`config.mk`:
```
export PLATFORM = sky130hd
export DESIGN_NAME = registros_lector
export DESIGN_NICKNAME = d
export VERILOG_FILES = /design/src/rtl/registros_pkg.sv /design/src/rtl/registros_ocupacion.sv /design/src/rtl/registros_lector.sv
export SDC_FILE = /design/constraint.sdc
export NUM_CORES = 2
export LEC_CHECK = 0
export ABC_AREA = 0
export BUFFER_PORTS_ARGS = -buffer_cell sky130_fd_sc_hd__clkbuf_2
export CAP_MARGIN = 30
export CORE_AREA = 2 2 419 421
export DETAILED_ROUTE_END_ITERATION = 8
export DIE_AREA = 0 0 421 423
export HOLD_SLACK_MARGIN = 0.08
export SETUP_SLACK_MARGIN = 0.5
export SLEW_MARGIN = 0
export SYNTH_ARGS = -nofsm -noshare
export SYNTH_HDL_FRONTEND = slang
export SYNTH_SLANG_ARGS = --single-unit
```
`constraint.sdc`:
```
create_clock -name clk_i -period 3.7 [get_ports clk_i]
set_input_delay 0.74 -clock clk_i [delete_from_list [all_inputs] [get_ports clk_i]]
set_output_delay 0.74 -clock clk_i [all_outputs]
set_load 0.01 [all_outputs]
```
`src/rtl/registros_pkg.sv`:
```
// Shared types and sizes for the Registros bank and its read-side companion.
package registros_pkg;

    localparam int DEPTH = 32;
    localparam int WIDTH = 32;
    localparam int CNT_W = $clog2(DEPTH + 1);

    typedef logic [WIDTH-1:0]  word_t;
    typedef word_t [DEPTH-1:0] bank_t;
    typedef logic [CNT_W-1:0]  cnt_t;

    // Reader FSM states; the encoding is also what the debug state port shows.
    typedef enum logic [1:0] {
        IDLE   = 2'd0,
        LOAD   = 2'd1,
        STREAM = 2'd2,
        FINISH = 2'd3
    } lector_state_e;

endpackage

```
`src/rtl/registros_ocupacion.sv`:
```
// Occupancy tracker for the shift bank: saturating up-counter driven by the
// bank's push strobe, with a subtract-on-clear input used after a read.
module registros_ocupacion #(
    parameter int DEPTH = 32,
    parameter int CW    = $clog2(DEPTH + 1)
) (
    input  logic          clk_i,
    input  logic          rst_i,
    input  logic          push_i,
    input  logic          clr_i,
    input  logic [CW-1:0] clr_amt_i,
    output logic [CW-1:0] count_o
);
    import registros_pkg::*;

    localparam logic [CW+1:0] MAX_W = (CW+2)'(DEPTH);
    localparam logic [CW-1:0] MAX_C = CW'(DEPTH);

    logic [CW-1:0] r_count;
    logic [CW+1:0] w_sum;
    logic [CW+1:0] w_amt;
    logic [CW+1:0] w_diff;
    logic [CW-1:0] w_next;

    // Next count: clear subtracts the words just read (floored at 0, capped at
    // DEPTH) while still honouring a push in the same cycle; otherwise count up.
    always_comb begin
        w_sum  = {2'b00, r_count} + {{(CW+1){1'b0}}, push_i};
        w_amt  = {2'b00, clr_amt_i};
        w_diff = w_sum - w_amt;
        w_next = r_count;
        if (clr_i) begin
            if (w_sum <= w_amt) begin
                w_next = '0;
            end else if (w_diff >= MAX_W) begin
                w_next = MAX_C;
            end else begin
                w_next = w_diff[CW-1:0];
            end
        end else if (push_i && (r_count != MAX_C)) begin
            w_next = r_count + CW'(1);
        end
    end

    // Count register, cleared asynchronously.
    always_ff @(posedge clk_i or negedge rst_i) begin
        if (!rst_i) begin
            r_count <= '0;
        end else begin
            r_count <= w_next;
        end
    end

    assign count_o = r_count;

endmodule

```
`src/rtl/registros_lector.sv`:
```
// Read-side companion to the Registros shift bank. Tracks occupancy from the
// bank's push strobe and, on request, snapshots the bank and streams the valid
// entries oldest-first.
//
// Handshake: data_o/last_o are meaningful while valid_o is high; a word is
// transferred on a rising clk_i edge where valid_o && ready_i. Once raised,
// valid_o, data_o and last_o hold until that transfer. All outputs are
// registered; ready_i never reaches valid_o combinationally.
module registros_lector #(
    parameter int DEPTH         = 32,
    parameter int WIDTH         = 32,
    parameter bit CLEAR_ON_READ = 1'b1
) (
    input  logic                          clk_i,
    input  logic                          rst_i,
    input  logic                          push_i,
    input  logic [DEPTH-1:0][WIDTH-1:0]   regs_i,
    input  logic                          start_i,
    output logic [WIDTH-1:0]              data_o,
    output logic                          valid_o,
    input  logic                          ready_i,
    output logic                          last_o,
    output logic                          done_o,
    output logic                          busy_o,
    output logic [$clog2(DEPTH+1)-1:0]    count_o,
    output logic [1:0]                    state_o
);
    import registros_pkg::*;

    localparam int CW = $clog2(DEPTH + 1);
    localparam int IW = $clog2(DEPTH);

    lector_state_e                 r_state;
    logic [DEPTH-1:0][WIDTH-1:0]   r_snap;
    logic [CW-1:0]                 r_snap_cnt;
    logic [IW-1:0]                 r_idx;
    logic [WIDTH-1:0]              r_data;
    logic                          r_valid;
    logic                          r_last;
    logic                          r_done;

    logic [CW-1:0]                 w_count;
    logic [CW-1:0]                 w_cnt_m1;
    logic                          w_hs;
    logic                          w_clr;

    assign w_cnt_m1 = w_count - CW'(1);
    assign w_hs     = r_valid & ready_i;
    assign w_clr    = CLEAR_ON_READ & (r_state == FINISH);

    registros_ocupacion #(
        .DEPTH (DEPTH),
        .CW    (CW)
    ) u_ocupacion (
        .clk_i     (clk_i),
        .rst_i     (rst_i),
        .push_i    (push_i),
        .clr_i     (w_clr),
        .clr_amt_i (r_snap_cnt),
        .count_o   (w_count)
    );

    // Reader FSM: snapshot on start, present words newest-index-last (oldest
    // first) by walking idx down to 0, then pulse done for one cycle.
    always_ff @(posedge clk_i or negedge rst_i) begin
        if (!rst_i) begin
            r_state    <= IDLE;
            r_snap     <= '0;
            r_snap_cnt <= '0;
            r_idx      <= '0;
            r_data     <= '0;
            r_valid    <= 1'b0;
            r_last     <= 1'b0;
            r_done     <= 1'b0;
        end else begin
            r_done <= 1'b0;
            case (r_state)
                IDLE: begin
                    if (start_i) begin
                        if (w_count != '0) begin
                            // Pre-push bank contents and count of this cycle.
                            r_snap     <= regs_i;
                            r_snap_cnt <= w_count;
                            r_idx      <= w_cnt_m1[IW-1:0];
                            r_state    <= LOAD;
                        end else begin
                            r_snap_cnt <= '0;
                            r_state    <= FINISH;
                        end
                    end
                end
                LOAD: begin
                    r_data  <= r_snap[r_idx];
                    r_valid <= 1'b1;
                    r_last  <= (r_idx == '0);
                    r_state <= STREAM;
                end
                STREAM: begin
                    if (w_hs) begin
                        if (r_idx == '0) begin
                            r_valid <= 1'b0;
                            r_last  <= 1'b0;
                            r_state <= FINISH;
                        end else begin
                            r_idx  <= r_idx - IW'(1);
                            r_data <= r_snap[r_idx - IW'(1)];
                            r_last <= (r_idx == IW'(1));
                        end
                    end
                end
                FINISH: begin
                    r_done  <= 1'b1;
                    r_state <= IDLE;
                end
                default: begin
                    r_state <= IDLE;
                end
            endcase
        end
    end

    assign data_o  = r_data;
    assign valid_o = r_valid;
    assign last_o  = r_last;
    assign done_o  = r_done;
    assign busy_o  = (r_state != IDLE);
    assign count_o = w_count;
    assign state_o = r_state;

endmodule

```
Word level (Yosys, flattened, before mapping)
Index checks and enable logic that the tools add are counted.
- word-level logic and storage cells: 104
- input port bits: 1029
- bits in registers: 1078
- output and inout port bits: 44
- $lt $le $gt $ge: 4
- reductions and logical operators: 15
- mux-type cells: 29
- bitwise logic cells: 1
- add/subtract/negate cells: 5
- equal/unequal tests: 10
- operators with widths (operator ; count):
    $bmux W32 S5 ; 2
    $mux W32 ; 4
    $pmux W32 S2 ; 1
    $mux W6 ; 5
    $mux W5 ; 4
    $lt A5 B6 Y1 const B ; 2
    $reduce_and A3 Y1 ; 4
    $ne A2 B2 Y1 const B ; 5
    $pmux W5 S2 ; 1
    $sub A5 B1 Y5 const B ; 2
    $ge A8 B6 Y1 const B ; 1
    $le A8 B6 Y1 ; 1
    $mux W2 ; 4
    $pmux W2 S4 ; 1
    $reduce_bool A2 Y1 ; 4
    $sub A8 B6 Y8 ; 1
    $add A6 B1 Y7 ; 1
    $add A6 B1 Y6 const B ; 1
    $ne A6 B6 Y1 const B ; 1
    $reduce_bool A6 Y1 ; 1
    $eq A5 B1 Y1 const B ; 1
    $logic_not A5 Y1 ; 1
    $mux W1 ; 5
    $reduce_and A5 Y1 ; 1
    other kinds (7) ; 10

Logic depth before layout (Yosys ltp)
- word-level depth: 6
- mapped depth: 16
- mapped depth without buffers: 11

Hierarchy
From an unflattened synthesis, not the netlist that was laid out.
- cells, all modules: 3730
- area, all modules: 56900.8 um^2
- modules (own cells, without submodules) (module ; area an instance (um^2) ; sequential area each (um^2) ; times used ; cells an instance):
    registros_lector ; 56141.3 ; 26825.7 ; 1 ; 3639
    registros_ocupacion ; 759.5 ; 150.1 ; 1 ; 91

Least setup slack after synthesis
No wires, ideal clock.
- kind: register to register
- from: register r_idx[0]
- to: register r_data[10] (netlist: data_o[10])
- period minus slack after synthesis: 3.323 ns
- required time: 3.569 ns
- buffers on the path: 8
- setup time: 0.131 ns
- setup slack: 0.377 ns
- arrival: 3.191 ns
- cell stages (with the launch flop): 15
- path through: dfrtp_1 > buf_6 > buf_8 > buf_6 > buf_4 > clkinv_1 > buf_2 > ha_1 > clkbuf_1 > buf_2 > buf_1 > mux4_2 > mux4_2 > nand2_1 > a31oi_1
- longest elaborated chain between the ends: 6
- elaborated cells between the ends (all ways): 11
- classes of those cells: add/sub (1); eq/ne (1); mux (7); reduce/logical (2)
- ends and longest elaborated chain (item ; line ; RTL):
    start: declaration ; registros_lector.sv:36 ; logic [IW-1:0] r_idx;
    start signal: assignment ; registros_lector.sv:84 ; r_idx <= w_cnt_m1[IW-1:0];
    start signal: assignment ; registros_lector.sv:105 ; r_idx <= r_idx - IW'(1);
    $sub A5 B1 Y5 ; registros_lector.sv:106 ; r_data <= r_snap[r_idx - IW'(1)];
    $bmux W32 S5 ; registros_lector.sv:106 ;
    $mux W32 (not written as such) ; registros_lector.sv:106 ;
    $mux W32 ; registros_lector.sv:100 ; if (r_idx == '0) begin
    $mux W32 ; registros_lector.sv:99 ; if (w_hs) begin
    $pmux W32 S2 ; registros_lector.sv:77 ; case (r_state)
    end signal: assignment ; registros_lector.sv:93 ; r_data <= r_snap[r_idx];
    end signal: assignment ; registros_lector.sv:106 ;
    end: declaration ; registros_lector.sv:37 ; logic [WIDTH-1:0] r_data;
Several ways; a longest one is shown, not always the timed one. The select of a mux whose other input is x is not followed.
A chain may end at the register's enable or synchronous reset.

Final worst setup path
- from: register r_idx[1]
- to: register r_data[29] (netlist: data_o[29])
The elaborated chain is that of the path after synthesis.

==> results.cfg <==
[route]
drc = 0
viasPerCell = 5.45
dr.pass1.iters = 6
final_antenna_net_count = 0
num_vias = 52200
wl_mm = 282
drt_iter0_markers = 5739
routedWlPerCell_um = 29.5

[setup_path]
rr_worst_depth = 8
timing.rr.start = r_idx[1]
cp.required_ns = 4.36
crit_arrival_ns = 3.89
startpoint_type = register
endpoint_kind = register
critPathMaxFanout = 58
cp-startpoint = r_idx[1]
crit_type = register to register

[synthesis]
seq_area_frac_synth_pct = 46.3
syn_avg_cell_area_um2 = 9.48
syn_inst = 6139
yosysUniqueCellTypes = 59
synthArstFlopShare_pct = 100
syn_nets = 7188
ys.flop_type = dfrtp_1
syn_area_mm2 = 0.0582
synth-edff-count = 0
ys_warn_count = 0
ys_ff_latch = 1078

[final_layout]
syn_to_final_growth_pct = 23.3
nets = 8168
final_cell_area_mm2 = 0.0718
drive_above_1_share_pct = 28.0

[sta]
period_share_pct = 87.3
fmax_ghz = 0.310
slew_viol_final = 0
worstMarginPinSlew_ns = 1.03
setup_violations = 0
rsz0062_at_grt = yes
hold_viol = 0
fin_setup_tns_ns = 0
finClkSkew_ns = 0.0379
hold_ws_ns = 0.135
slew_headroom_pct = 30.8
timing.final.ws_setup_ns = 0.471
period_needed_ns = 3.23

[min_path]
hold_start = regs_i[429]
hold_depth = 3
hold_class = input pin to register

[global_route]
busiest_layer = met2
use_met1_pct = 37.5
antenna_found_initial = 45
grt_use_total_pct = 31.0
grt_max_degree = 157
grt_overflow_total = 0
grt_pass1_wl_mm = 390
grt_util_met2_pct = 49.1
grt_pass1_vias = 51900
use_met3_pct = 6.33

[clock_tree]
insertion_delay_ns = 0.81
path_clk_slew_ns = 0.06
htreeDepth = 4
cts_num_sinks = 1078
cts-buffers-inserted = 131
clk_path_buf_depth = 3
cts_tree = yes
root_buffer = clkbuf_16

[pwr]
p_sw_share_pct = 47.4
power_uw = 80400
clkPwrFrac_pct = 17.4
vdd_drop_max_mv = 0.593
pwr-share-seq_pct = 28.7
p_comb_share_pct = 53.9
p_leak_uw = 0.0360
pwr_density_cell_mw_per_mm2 = 1120
p_switching_uw = 38100
intPower_uw = 42300

[floorplan]
die_area_mm2 = 0.178
fp-row-count = 153
io_pins = 1073
die_h_um = 423
die_w_um = 421
core_area_mm2 = 0.173
initial_utilization_pct = 33.6

[run_status]
status = finished clean

[placed_design]
dp_hpwl_mm = 222
pre_cts_slack_ns = 0.179
gp_congestion = 1.03
io_buffer_count = 1072
post_dp_cell_area_mm2 = 0.0665

[flow_run]
cap_violations = 0
cell usage after synthesis, types with 9 or more instances:
| cell | instances | area (µm²) |
|---|---|---|
| buf_6 | 24 | 270 |
| o2111ai_1 | 20 | 175 |
| nand4_1 | 16 | 100 |
| dfrtp_1 | 1078 | 27000 |
| a221oi_1 | 11 | 96.3 |
| xnor2_1 | 9 | 78.8 |
| nand3_1 | 60 | 300 |
| a21oi_1 | 36 | 180 |
| a22oi_1 | 51 | 383 |
| ha_1 | 19 | 238 |
| clkbuf_1 | 126 | 473 |
| a31oi_1 | 67 | 419 |
| nand2_1 | 3380 | 12700 |
| a32o_1 | 11 | 110 |
| buf_2 | 230 | 1150 |
| buf_4 | 42 | 315 |
| buf_1 | 21 | 78.8 |
| inv_1 | 15 | 56.3 |
| mux2i_1 | 223 | 2230 |
| nor2_1 | 24 | 90.1 |
| o21ai_0 | 81 | 405 |
| mux2_2 | 53 | 597 |
| mux4_2 | 444 | 10000 |
| a41oi_1 | 21 | 184 |
layout by cell type (no fill, tap or decap), types with 17 or more instances in the layout:
master,instances
a31oi_1,58
ha_1,17
buf_12,58
a21oi_1,36
clkbuf_16,137
clkbuf_8,23
nand3_1,60
clkbuf_2,1071
diode_2,29
clkbuf_1,29
o21ai_0,77
nand2_1,3380
mux4_2,444
nor2_1,21
a22oi_1,51
mux2i_1,221
o2111ai_1,20
dlygate4sd3_1,18
dfrtp_1,1072
buf_4,127
mux2_2,53
per-stage QoR:
stage	util, %	cells
after floorplan	-	6139
after global placement	38.4	9274
after detailed placement	38.4	9275
after global routing	41.4	9570
after CTS	41.3	9540
final	41.4	9577
timing repair:
action | CTS | global route
pin swaps | 2 | 1
setup endpoints to repair | 13 | 258
hold buffers | 18 | 0
hold endpoints to repair | 64 | 0
buffers inserted | 8 | 2
gates resized for setup | 18 | 14
gates cloned | 2 | 3
cell type report:
type / instances / area [µm²]
inverter: 17 / 63.8
tap: 2325 / 2910
antenna: 29 / 72.6
multi-input combinational: 4598 / 29100
clock buffer: 186 / 3780
sequential: 1078 / 27000
clock inverter: 51 / 848
timing repair buffer: 1293 / 8050
fill: 17200 / 101000
worst paths after layout:
kind,end,slack [ns]
max in group asynchronous,r_snap[176],1.88
hold / removal,r_snap[429],0.13
min in group asynchronous,r_snap[13],0.60
setup reg to reg,data_o[29],0.47
setup / recovery,data_o[29],0.47
hold reg to reg,r_snap_cnt[1],0.49
cell families after synthesis:
group,share of synthesized area [%]
DFF,46.3
buffers and inverters,4.15
AOI/OAI and AO/OA,3.71
and+or+nand+nor,23.0
adders and majority gates,0.443
muxes,22.0
xor gates and xnor gates,0.284
worst max-delay path: stages, from the launching register on:
cell and delay [ns]:
dfrtp_4 0.50, inv_1 0.13, ha_4 0.47, buf_12 0.35, buf_4 0.34, mux4_2 0.43
mux4_2 0.59, nand2_1 0.11, a31oi_1 0.09
registers in the layout, indices dropped and copies added (netlist names):
register,cells
r_snap,1024
state_o,2
done_o,1
last_o,1
data_o,32
valid_o,1
r_snap_cnt,6
r_idx,5
u_ocupacion.count_o,6
per-layer routing:
metal,up-vias,part of all wire [%]
li1,22500,-
met1,26300,38
met2,2650,47
met3,679,7.1
met4,18,8.3
met5,-,0.047
power groups by stage:
stage | combinational, µW | clock (µW) | sequential [µW]
after floorplan | 25500 | 0 | 20200
after global placement | 41900 | 0 | 22700
after detailed placement | 42000 | 0 | 23000
after CTS | 42700 | 14100 | 22800
after global routing | 45600 | 14600 | 23500
final | 43300 | 14000 | 23100
(Power assumes the default switching activity.)
